==> src/rtl/ioconfig_loader.sv <==
// Serial configuration loader: hunts for a sync header, shifts in per-IO TSMUX/DORREG
// fields with even parity, and atomically commits them to the IO configuration outputs.

module ioconfig_slice (
    input  logic       IOCLK,
    input  logic       RST,
    input  logic       load,
    input  logic [2:0] fld,
    output logic [1:0] tsmux,
    output logic       dorreg
);
    always_ff @(posedge IOCLK or posedge RST) begin
        if (RST) begin
            tsmux  <= 2'b00;
            dorreg <= 1'b0;
        end else if (load) begin
            tsmux  <= fld[2:1];
            dorreg <= fld[0];
        end
    end
endmodule

module ioconfig_loader #(
    parameter int          NUM_IO = 8,
    parameter logic [7:0]  SYNC   = 8'hA5
) (
    input  logic                  IOCLK,
    input  logic                  RST,
    input  logic                  CFG_DIN,
    input  logic                  CFG_VALID,
    output logic                  CFG_READY,
    input  logic                  CFG_ABORT,
    output logic [2*NUM_IO-1:0]   TSMUX_OUT,
    output logic [NUM_IO-1:0]     DORREG_OUT,
    output logic                  CFG_DONE,
    output logic                  CFG_ERR
);
    localparam int P  = 3 * NUM_IO;
    localparam int CW = $clog2(P + 1);

    typedef enum logic [1:0] {HUNT, LOAD, PARITY, COMMIT} state_t;

    state_t          state, state_nxt;
    logic [7:0]      window;
    logic [7:0]      window_shift;
    logic [P-1:0]    shadow;
    logic [CW-1:0]   cnt;
    logic            par;
    logic            xfer;
    logic            sync_hit;
    logic            last_bit;
    logic            commit_ok;
    logic            commit_bad;

    assign CFG_READY    = (state != COMMIT);
    assign xfer         = CFG_VALID && CFG_READY;
    assign window_shift = {window[6:0], CFG_DIN};
    assign sync_hit     = (window_shift == SYNC);
    assign last_bit     = (cnt == CW'(P - 1));
    // An abort landing in the commit cycle cancels the commit entirely.
    assign commit_ok    = (state == COMMIT) && !CFG_ABORT && !par;
    assign commit_bad   = (state == COMMIT) && !CFG_ABORT &&  par;

    always_ff @(posedge IOCLK or posedge RST) begin
        if (RST) state <= HUNT;
        else     state <= state_nxt;
    end

    always_comb begin
        state_nxt = state;
        case (state)
            HUNT:    if (xfer && sync_hit) state_nxt = LOAD;
            LOAD:    if (xfer && last_bit) state_nxt = PARITY;
            PARITY:  if (xfer)             state_nxt = COMMIT;
            COMMIT:                        state_nxt = HUNT;
            default:                       state_nxt = HUNT;
        endcase
        if (CFG_ABORT) state_nxt = HUNT;
    end

    always_ff @(posedge IOCLK or posedge RST) begin
        if (RST) begin
            window   <= '0;
            shadow   <= '0;
            cnt      <= '0;
            par      <= 1'b0;
            CFG_DONE <= 1'b0;
            CFG_ERR  <= 1'b0;
        end else begin
            CFG_DONE <= commit_ok;
            CFG_ERR  <= commit_bad;
            if (CFG_ABORT) begin
                window <= '0;
                cnt    <= '0;
                par    <= 1'b0;
            end else begin
                case (state)
                    HUNT: if (xfer) begin
                        if (sync_hit) begin
                            window <= '0;
                            cnt    <= '0;
                            par    <= 1'b0;
                        end else begin
                            window <= window_shift;
                        end
                    end
                    LOAD: if (xfer) begin
                        shadow <= {shadow[P-2:0], CFG_DIN};
                        par    <= par ^ CFG_DIN;
                        cnt    <= cnt + 1'b1;
                    end
                    PARITY: if (xfer) par <= par ^ CFG_DIN;
                    // Leaving COMMIT re-enters HUNT with a clean window.
                    COMMIT: begin
                        window <= '0;
                        cnt    <= '0;
                    end
                    default: ;
                endcase
            end
        end
    end

    for (genvar i = 0; i < NUM_IO; i++) begin : g_io
        ioconfig_slice u_slice (
            .IOCLK  (IOCLK),
            .RST    (RST),
            .load   (commit_ok),
            .fld    (shadow[3*i+2:3*i]),
            .tsmux  (TSMUX_OUT[2*i+1:2*i]),
            .dorreg (DORREG_OUT[i])
        );
    end
endmodule

==> config.mk <==
export PLATFORM = sky130hd
export DESIGN_NAME = ioconfig_loader
export DESIGN_NICKNAME = d
export VERILOG_FILES = /design/src/rtl/ioconfig_loader.sv
export SDC_FILE = /design/constraint.sdc
export NUM_CORES = 1
export LEC_CHECK = 0
export ABC_AREA = 1
export BUFFER_PORTS_ARGS = -buffer_cell sky130_fd_sc_hd__buf_2
export CORE_MARGIN = 10
export CORE_UTILIZATION = 50
export DETAILED_ROUTE_END_ITERATION = 8
export PLACE_DENSITY = 0.76
export SLEW_MARGIN = 40
export SYNTH_ARGS = -nofsm -noshare
export SYNTH_HDL_FRONTEND = slang
export SYNTH_SLANG_ARGS = --single-unit
==> constraint.sdc <==
create_clock -name IOCLK -period 2.9 [get_ports IOCLK]
set_input_delay 0.58 -clock IOCLK [delete_from_list [all_inputs] [get_ports IOCLK]]
set_output_delay 0.58 -clock IOCLK [all_outputs]
set_load 0.02 [all_outputs]
==> metrics.md, run 1 <==
| Metric | Value |
|---|---|
| Crit share post-route | 68.7% |
| Total Wirelength | 5100 µm |
| Dpl hpwl | roughly 3600 µm |
| Antenna violation net count after detailed routing | 0 |
| Cts bufs inserted | 9 |
| Die height | 97.3 µm |
| Initial antenna violation count | 0 |
| Hold-fix buffer count after cts | 0 |
| Starting Density | 51.1% |
| Synth unique cells | 27 |
| Nets@finish | 361 |
| Final GP Congestion | 0.809 |
| Clk pin slew, worst setup/hold paths | 0.07 ns |
| Worst Skew | 0.00665 ns |
| CTS root buf | clkbuf_8 |
| Vias per inst | 4.87 |
| DP Worst Slack | 1.01 ns |
| Routed length per instance | 11.8 µm |
| Finish-stage setup viols | 0 |
| Post-Syn Instances | 327 |
| Area growth from synthesis to layout | 10.9% |
| Final hold viol count | 0 |
| Worst vdd ir | 0.590 mV |
| Synthesis Warnings | 0 |
| Number of H-tree levels | 3 |
| Ant diodes | 0 |
| Die area | about 9500 µm² |
| Synth top area share | a little over half |
| GRT overflow | 0 |
| Final worst slack | 0.909 ns |
| Hold Path Class | in -> async |
| Outcome | completed |
| Top post-synthesis cells by count | 85 x nand2_1, 65 x dfrtp_1, 45 x inv_1 |
| Clk buf depth | 2 |
| Yosys top cell by area | dfrtp_1 |
| Total setup buffers inserted after CTS | 0 |
| Fin area | 3320 µm² |
| Skew-Pair Late Insertion Delay | 0.34 ns |
| Max_slew headroom | 56.8% |
| P per Cell Area | 1060 nW/µm² |
| Share of layout cells above drive strength 1 | 22.5% |
| Flops & latches, synth | 65 |
| Pin count of the biggest net entering global routing | between 40 and 50 |
| Slew Limit Fails | 0 |
| Synth async-reset ratio | 100% |
| First-pass GRT wire length | 9330 µm |
| Total Power | 3.53 mW |
| Number of synthesized flops with an enable pin | 0 |
| Rows | 28 |
| Drt pass-1 iters | 4 |
| CP endpoint kind | flop |
| Number of max-cap violations | 0 |
| Final non-filler cell total | 431 |
| Register area share after synthesis | between 50% and 60% |
| Vias | 2100 |
| Worst Path Required | 3.11 ns |
| Post-Place Cells | 415 |
| IO Count | 32 |
| Placement Cell Area | 3090 µm² |
| Clk sink count | 65 |
| Final Critical Period | 1.99 ns |
| Count leader, synth | nand2_1 |
| Global Route Usage Sum | 11.6% |
| Synth Net Count | between 300 and 400 |
| Startpoint types | flop |
| Cts repair resizes | 0 |
| Vias in the first global route | around 2100 |
| Core area | 5850 µm² |
| Crit. Startpoint | state[0] |
| Fmax | ~0.50 GHz |
| Worst-margin pin slew | 0.647 ns |
| Worst r2r src | state[0] |
| Critical path class | reg -> reg |
| Static leakage | 1.66 nW |
| Unrepaired setup endpoints after global routing | false |
| Post-Syn Area | 2990 µm² |
| Setup slack, reg-to-reg | 0.91 ns |
| Die width | between 90 and 100 µm |
| TritonCTS clock tree | built |
| DRC errors left | 0 |
| Initial DRC count | 96 |
| Post-Route Setup TNS | 0 ns |
| Avg Cell Area, Syn | slightly above 9 µm² |
| Main synth FF type | dfrtp_1 |
| PortBufs | 31 |
| Top cells by area, synth | dfrtp_1 54%, nand2_1 11%, o21ai_2 6.2% |
| Worst Path Max Fanout | 47 |
| CP arrival | 2.20 ns |
through the flow:
step,utilization (%),hold slack (ns)
floorplan,-,0.442
global placement,52.7,0.455
detailed placement,52.7,0.457
CTS,56.7,0.133
global route,56.7,0.136
finish,56.7,0.142
sequential cells by signal (all words and copies together), names as in the netlist:
register,cells
shadow,24
g_io.u_slice.tsmux,16
g_io.u_slice.dorreg,8
window,7
cnt,5
state,2
CFG_DONE,1
CFG_ERR,1
par,1
metal layers:
metal | vias up | global-route usage [%] | wire [µm]
met5 | - | 0 | 0
met4 | 0 | 3.69 | 67
met3 | 9 | 5.62 | 331
met2 | 37 | 19.2 | 2380
met1 | 983 | 12.8 | 2320
li1 | 1071 | - | -
area by class of cell:
| class | count | area (µm²) |
|---|---|---|
| inverters | 47 | 178 |
| multi-input cells | 194 | 1010 |
| clock buffers | 12 | 155 |
| flip-flops and latches | 65 | 1630 |
| clock inverters | 4 | 75.1 |
| well taps | 75 | 93.8 |
| repair buffers | 34 | 178 |
| fillers | 525 | 2530 |
final timing paths:
| kind | end | cells after the start |
|---|---|---|
| setup / recovery | g_io[2].u_slice.tsmux[0] | 6 |
| hold / removal | window[3] | 2 |
| setup reg to reg | g_io[2].u_slice.tsmux[0] | 6 |
| hold reg to reg | g_io[7].u_slice.tsmux[1] | 2 |
| max in group asynchronous | cnt[3] | 3 |
| min in group IOCLK | g_io[7].u_slice.tsmux[1] | 2 |
kinds of logic (layout without fill, tap and decap cells):
group,after synthesis,count (layout),share of synthesized area [%]
AND/OR/NAND/NOR,128,128,18.4
buffers and inverters,68,97,11.8
flip-flops,65,65,54.4
AO/OA/AOI/OAI,60,60,13.0
adder cells (fa/ha/maj),5,5,2.09
XOR/XNOR,1,1,0.293
critical path, stage by stage (launching register included):
cell      delay [ns]
dfrtp_1         0.42
ha_1            0.29
inv_2           0.10
nor3_4          0.17
clkinv_2        0.55
nand2_1         0.25
o21ai_2         0.08
power breakdown:
part | total (mW) | switching, mW | internal [mW]
combinational | 1.19 | 0.797 | 0.397
sequential | 1.47 | 0.203 | 1.27
clock | 0.862 | 0.331 | 0.531
cells in the final DEF (no fill, tap or decap), types with 5 or more instances in the layout:
cell / n
o21ai_2: 21
buf_2: 31
ha_1: 5
dfrtp_1: 65
o21ai_1: 9
nand3_1: 16
clkbuf_8: 11
o21ai_0: 26
nor2_1: 16
inv_1: 44
nand2_1: 85
Power figures use the tool's default switching activity.
==> run 2: changes to the inputs <==
==> constraint.sdc (replaced) <==
create_clock -name IOCLK -period 2 [get_ports IOCLK]
set_input_delay 0.4 -clock IOCLK [delete_from_list [all_inputs] [get_ports IOCLK]]
set_output_delay 0.4 -clock IOCLK [all_outputs]
set_load 0.02 [all_outputs]
==> metrics.md, run 2 (same netlist as run 1, synthesis figures left out) <==
| Metric | Value |
|---|---|
| WP depth | 7 (+1) |
| Clk sink count | 65 (unchanged) |
| Worst Path Required | 2.23 ns (-0.88 ns) |
| Final Critical Period | 1.82 ns (-0.174 ns) |
| Unrepaired setup endpoints after global routing | false |
| Vias | 2064 (-1.7%) |
| Drt pass-1 iters | 4 (unchanged) |
| Worst Path Max Fanout | 11 (-77%) |
| Clk buf depth | 2 (unchanged) |
| Cts bufs inserted | 9 (unchanged) |
| Net Sw Power | 1.96 mW (+47%) |
| Fmax | 0.551 GHz (+9.6%) |
| Commonest non-fill, non-tap cell in the layout | nand2_1 |
| Comb power frac | 34.7% (+0.8 points) |
| Max reg flops | 24 (unchanged) |
| Finish-stage setup viols | 0 (unchanged) |
| WP buf/inv | 0 (-2) |
| Skew-Pair Late Insertion Delay | 0.34 ns (about the same) |
| Startpoint types | flop |
| Net Sw Frac | 39.3% (+1.5 points) |
| Critical path class | reg -> reg |
| Vias per inst | 4.80 (-1.5%) |
| Max_slew headroom | 62.4% (+5.5 points) |
| Global Route Usage Sum | 11.6% (unchanged) |
| Total setup buffers inserted after CTS | 0 (unchanged) |
| TritonCTS clock tree | built |
| Area growth from synthesis to layout | 10.8% (about the same) |
| Final hold viol count | 0 (unchanged) |
| Top flop regs | shadow x24, g_io.u_slice.tsmux x16, g_io.u_slice.dorreg x8 |
| Outcome | completed |
| Static leakage | 1.65 nW (-0.45%) |
| Sequential power share | 42.6% (+0.9 points) |
| IO Count | 32 (unchanged) |
| Core area | 5850 µm² (unchanged) |
| End point of the critical path | cnt[1] |
| CP endpoint kind | flop |
| Worst-margin pin slew | 0.564 ns (-0.0832 ns) |
| Worst vdd ir | 0.659 mV (+12%) |
| Nets@finish | 360 (-0.28%) |
| GRT overflow | 0 (unchanged) |
| Starting Density | 51.1% (unchanged) |
| P per Cell Area | 1510 nW/µm² (+42%) |
| Pin count of the biggest net entering global routing | 49 (unchanged) |
| Most frequent cells in the layout | 85 x nand2_1, 65 x dfrtp_1, 44 x inv_1 |
| Worst-path cell chain | ha_1, nor2_1, nand3_1, nand2_1, nand2_1, nand2_1, nand2_1 |
| DRC errors left | 0 (unchanged) |
| Dpl hpwl | 3490 µm (-3.3%) |
| Setup slack, reg-to-reg | 0.18 ns (-0.73 ns) |
| Biggest register | shadow |
| Crit. Startpoint | state[0] |
| Crit share post-route | 90.8% (+22 points) |
| CP arrival | 2.05 ns (-0.15 ns) |
| Rows | 28 (unchanged) |
| Routed length per instance | 11.9 µm (+0.39%) |
| DP Worst Slack | 0.163 ns (-0.849 ns) |
| Slowest stage cell, crit path | dfrtp_1 |
| Number of max-cap violations | 0 (unchanged) |
| Final GP Congestion | 0.808 (-0.14%) |
| Total Wirelength | 5110 µm (+0.16%) |
| Post-Route Setup TNS | 0 ns (unchanged) |
| Cts repair resizes | 0 (unchanged) |
| Slew Limit Fails | 0 (unchanged) |
| Die area | 9470 µm² (unchanged) |
| Final worst slack | 0.184 ns (-0.726 ns) |
| Initial DRC count | 127 (+32%) |
| CP most frequent cell | nand2_1 |
| Antenna violation net count after detailed routing | 0 (unchanged) |
| Cell-internal power | 3.03 mW (+38%) |
| PortBufs | 31 (unchanged) |
| Number of H-tree levels | 3 (unchanged) |
| CP max stage delay | 0.44 ns (-0.11 ns) |
| Hold-fix buffer count after cts | 0 (unchanged) |
| Worst Skew | 0.00715 ns (+0.000499 ns) |
| Hold Path Class | in -> async |
| Ant diodes | 0 (unchanged) |
| Largest delay share family, worst path | simple AND/OR/NAND/NOR gates |
| Clk pwr share | 22.7% (-1.7 points) |
| CTS root buf | clkbuf_8 |
| Die height | 97.3 µm (unchanged) |
| Reg2Reg Depth | 7 (+1) |
| First-pass GRT wire length | 9270 µm (-0.59%) |
| Clk pin slew, worst setup/hold paths | 0.07 ns (about the same) |
| Initial antenna violation count | 0 (unchanged) |
| Share of layout cells above drive strength 1 | 22.5% (+0.063 points) |
| Reg2Reg Capture Point | cnt[1] |
| Vias in the first global route | 2097 (-1.2%) |
| Die width | 97.3 µm (unchanged) |
| Worst r2r src | state[0] |
==> run 2: changes by cell type in the layout (fill, tap and decap cells not counted) <==
cell,change
buf_4,-3
inv_4,+1
clkinvlp_4,+1
clkinv_4,+2
clkbuf_8,-1
inv_2,-1
clkbuf_1,-1
buf_12,+2
bufinv_16,-1
==> run 2: metrics by stage <==
stage	hold slack, ns	utilization [%]	std cells	power [mW]	cell area [µm²]
finish	0.108	56.7	430	4.99	3310
global placement	0.461	53.1	414	3.85	3110
floorplan	0.442	-	327	3.55	2990
global route	0.131	56.7	430	5.41	3310
CTS	0.112	56.6	430	5.08	3310
detailed placement	0.457	53.1	414	3.92	3110
==> run 2: worst min path at each step <==
stage	start	to	slack, ns	depth (start not counted)
after CTS	RST	cnt[0]	0.11	2
final	RST	cnt[0]	0.11	2
after floorplan	cnt[4]	cnt[4]	0.44	2
after global placement	g_io[3].u_slice.tsmux[1]	g_io[3].u_slice.tsmux[1]	0.46	2
after detailed placement	g_io[7].u_slice.tsmux[1]	g_io[7].u_slice.tsmux[1]	0.46	2
after global routing	RST	cnt[3]	0.13	2
==> run 2: power groups by stage <==
stage / registers, mW / clock network (mW) / logic, mW
floorplan: 2.30 / 0 / 1.25
global placement: 2.14 / 0 / 1.72
detailed placement: 2.15 / 0 / 1.77
CTS: 2.13 / 1.17 / 1.78
global route: 2.20 / 1.22 / 1.99
finish: 2.13 / 1.14 / 1.73
==> run 2: metal layers <==
layer,up-vias,wire (µm),global-route usage [%],share of wire [%]
li1,1058,-,-,-
met1,968,2360,12.7,46
met5,-,0,0,0
met4,0,54,3.69,1.1
met2,31,2400,19.2,47
met3,7,296,5.69,5.8
==> run 2: layout make-up <==
class                   instances  area (µm²)
inverters                      47         183
clock inverters                 6        67.6
multi-input cells             194        1010
well taps                      75        93.8
fillers                       518        2540
clock buffers                  10         138
flip-flops and latches         65        1630
repair buffers                 33         195
==> run 3: changes to the inputs <==
--- a/config.mk
+++ b/config.mk
@@ -5,12 +5,11 @@
 export SDC_FILE = /design/constraint.sdc
 export NUM_CORES = 1
 export LEC_CHECK = 0
-export ABC_AREA = 1
 export BUFFER_PORTS_ARGS = -buffer_cell sky130_fd_sc_hd__buf_2
 export CORE_MARGIN = 10
 export CORE_UTILIZATION = 50
 export DETAILED_ROUTE_END_ITERATION = 8
-export PLACE_DENSITY = 0.76
+export PLACE_DENSITY = 0.7
 export SLEW_MARGIN = 40
 export SYNTH_ARGS = -nofsm -noshare
 export SYNTH_HDL_FRONTEND = slang
==> metrics.md, run 3 <==
| Metric | Value |
|---|---|
| Outcome | completed |
| Worst-margin pin slew | 0.478 ns (-0.0857 ns) |
| Avg Cell Area, Syn | 13.2 µm² (+44%) |
| Skew-Pair Late Insertion Delay | 0.33 ns (about the same) |
| Biggest register | shadow |
| IO Count | 32 (unchanged) |
| Slowest stage cell, crit path | or4b_4 |
| Synth unique cells | 35 (+30%) |
| Post-Route Setup TNS | 0 ns (unchanged) |
| Max reg flops | 24 (unchanged) |
| Synthesis Warnings | 0 (unchanged) |
| GRT overflow | 0 (unchanged) |
| Static leakage | 1.62 nW (-1.9%) |
| Crit share post-route | 94.5% (+3.7 points) |
| Synth Net Count | 222 (-34%) |
| Fmax | 0.529 GHz (-3.9%) |
| Worst Skew | 0.00886 ns (+0.00171 ns) |
| Flops & latches, synth | 65 (unchanged) |
| Worst-path cell chain | or4b_4, or2_4, a2111o_1, a21oi_1 |
| Initial DRC count | 59 (-54%) |
| Top cells by area, synth | dfrtp_1 58%, mux2_2 20%, ha_1 2.2% |
| P per Cell Area | 846 nW/µm² (-44%) |
| TritonCTS clock tree | built |
| Startpoint types | flop |
| First-pass GRT wire length | 7760 µm (-16%) |
| Yosys top cell by area | dfrtp_1 |
| Finish-stage setup viols | 0 (unchanged) |
| Synth top area share | 58.1% (+3.7 points) |
| Die width | 94.8 µm (-2.6%) |
| Worst Path Required | 2.24 ns (about the same) |
| Top post-synthesis cells by count | 65 x dfrtp_1, 49 x mux2_2, 15 x nand2_1 |
| Vias per inst | 5.22 (+8.8%) |
| WP depth | 4 (-3) |
| Hold Path Class | in -> async |
| Mux contribution to synthesized area | 20.1% (+20 points) |
| WP buf/inv | 0 (unchanged) |
| Initial antenna violation count | 0 (unchanged) |
| Synth async-reset ratio | 100% (unchanged) |
| Routed length per instance | 14.4 µm (+21%) |
| Number of synthesized flops with an enable pin | 0 (unchanged) |
| CTS root buf | clkbuf_8 |
| Number of H-tree levels | 3 (unchanged) |
| Count leader, synth | dfrtp_1 |
| Final hold viol count | 0 (unchanged) |
| Final Critical Period | 1.89 ns (+0.0743 ns) |
| Xor-xnor portion of the synthesized cell area | 0% (-0.29 points) |
| DRC errors left | 0 (unchanged) |
| Commonest non-fill, non-tap cell in the layout | dfrtp_1 |
| DP Worst Slack | 0.0479 ns (-0.115 ns) |
| Cts bufs inserted | 9 (unchanged) |
| Largest delay share family, worst path | simple AND/OR/NAND/NOR gates |
| Area growth from synthesis to layout | 16.5% |
| Area occupied by registers | 1630 µm² (unchanged) |
| Filler cell count | 469 (-9.5%) |
| Reg2Reg Depth | 4 (-3) |
| Rows | 27 (-3.6%) |
| Multi-input gate area | 1080 µm² (+6.8%) |
| Post-Synth Simple-Gate Area | 8.90% (-9.5 points) |
| CP endpoint kind | flop |
| Critical path class | reg -> reg |
| Total setup buffers inserted after CTS | 0 (unchanged) |
| Dpl hpwl | 3120 µm (-11%) |
| Total Wirelength | 4590 µm (-10%) |
| Post-Syn Area | 2800 µm² (-6.4%) |
| Vias in the first global route | 1672 (-20%) |
| Worst Path Max Fanout | 4 (-7) |
| Synth Area in Compound Gates | 6.22% (-6.8 points) |
| Main synth FF type | dfrtp_1 |
| Top flop regs | shadow x24, g_io.u_slice.tsmux x16, g_io.u_slice.dorreg x8 |
| Drt pass-1 iters | 4 (unchanged) |
| Clk sink count | 65 (unchanged) |
| Post-Syn Instances | 212 (-35%) |
| CP max stage delay | 0.59 ns (+0.15 ns) |
| Register area share after synthesis | 58.1% (+3.7 points) |
| Number of max-cap violations | 0 (unchanged) |
| Hold-fix buffer count after cts | 0 (unchanged) |
| Nets@finish | 254 (-29%) |
| Die height | 94.8 µm (-2.6%) |
| Vias | 1671 (-19%) |
| Final GP Congestion | 0.786 (-2.8%) |
| Antenna violation net count after detailed routing | 0 (unchanged) |
| Pin count of the biggest net entering global routing | 66 (+35%) |
| Worst vdd ir | 0.580 mV (-12%) |
| Unrepaired setup endpoints after global routing | false |
| Clk buf depth | 2 (unchanged) |
| Die area | 8990 µm² (-5.1%) |
| Adder-Cell Fraction of Synth Area | 2.24% (+0.14 points) |
| Core area | 5470 µm² (-6.5%) |
| PortBufs | 31 (unchanged) |
| Slew Limit Fails | 0 (unchanged) |
| Most frequent cells in the layout | 65 x dfrtp_1, 49 x mux2_2, 31 x buf_2 |
| Clk pin slew, worst setup/hold paths | 0.06 ns (about the same) |
| Share of layout cells above drive strength 1 | 44.4% (+22 points) |
| CP arrival | 2.13 ns (+0.08 ns) |
| Global Route Usage Sum | 10.9% (-0.68 points) |
| Largest family of logic cells by synthesized area | multiplexers |
| Ant diodes | 0 (unchanged) |
| Max_slew headroom | 68.0% (+5.7 points) |
| Starting Density | 51.1% (about the same) |
| Final worst slack | 0.109 ns (-0.0743 ns) |
-- run 3: cell types whose count changed after synthesis, moves of 4 or more --
| cell | previous run | this run |
|---|---|---|
| nand2_1 | 85 | 15 |
| mux2_2 | 0 | 49 |
| inv_1 | 45 | 7 |
| o21ai_2 | 21 | 0 |
| o21ai_0 | 26 | 9 |
| nor2_1 | 16 | 4 |
| nand3_1 | 16 | 6 |
| o21ai_1 | 9 | 0 |
| buf_6 | 7 | 0 |
| buf_2 | 2 | 6 |
-- run 3: stage by stage --
step                      utilization [%]  total power [mW]  instances  hold slack (ns)  area [µm²]
after floorplan                         -              1.63        212            0.450        2810
after global placement               55.7              1.70        305            0.471        3050
after detailed placement             55.7              1.71        305            0.479        3050
after CTS                            59.3              2.79        320            0.163        3240
after global routing                 59.5              2.89        320            0.171        3260
final                                59.5              2.76        320            0.155        3260
-- run 3: where the power goes --
group          total [mW]  internal (mW)  switching, mW
clock network        1.08          0.600          0.475
registers            1.40           1.36         0.0372
logic               0.286          0.123          0.164
-- run 3: worst paths after layout --
path	end	start	slack, ns
worst min-delay path	CFG_DONE	RST	0.15
min in group IOCLK	shadow[0]	CFG_DIN	0.39
worst min register to register	window[6]	window[6]	0.48
worst max register to register	par	window[0]	0.11
max in group asynchronous	window[1]	RST	1.58
worst max-delay path	par	window[0]	0.11
-- run 3: metal layers --
layer | track usage, % | wire length, µm
met1 | 13.6 | 2110
met2 | 16.3 | 2190
met3 | 3.01 | 227
met4 | 6.98 | 69
met5 | 0 | 0
-- run 3: area by class of cell --
| type | instances | area share, % |
|---|---|---|
| clock buffers | 10 | 4.22 |
| clock inverters | 5 | 1.73 |
| inverters | 7 | 0.922 |
| multi-input cells | 124 | 33.1 |
| flip-flops and latches | 65 | 49.9 |
| well taps | 72 | 2.76 |
| repair buffers | 37 | 7.30 |
-- run 3: cell families after synthesis --
| group | count (synthesis) |
|---|---|
| fa+ha+maj | 5 |
| flops | 65 |
| mux | 50 |
| simple gates | 44 |
| compound gates | 25 |
| buf+inv | 23 |
-- run 3: timing repair --
action                     4_1_cts  5_1_grt
gates resized for setup          0        4
hold endpoints to repair         0        0
setup endpoints to repair        0       31
-- run 3: worst min-delay path, cell delays in order --
cell	delay, ns
buf_2	0.11
clkinvlp_4	0.07
buf_12	0.29
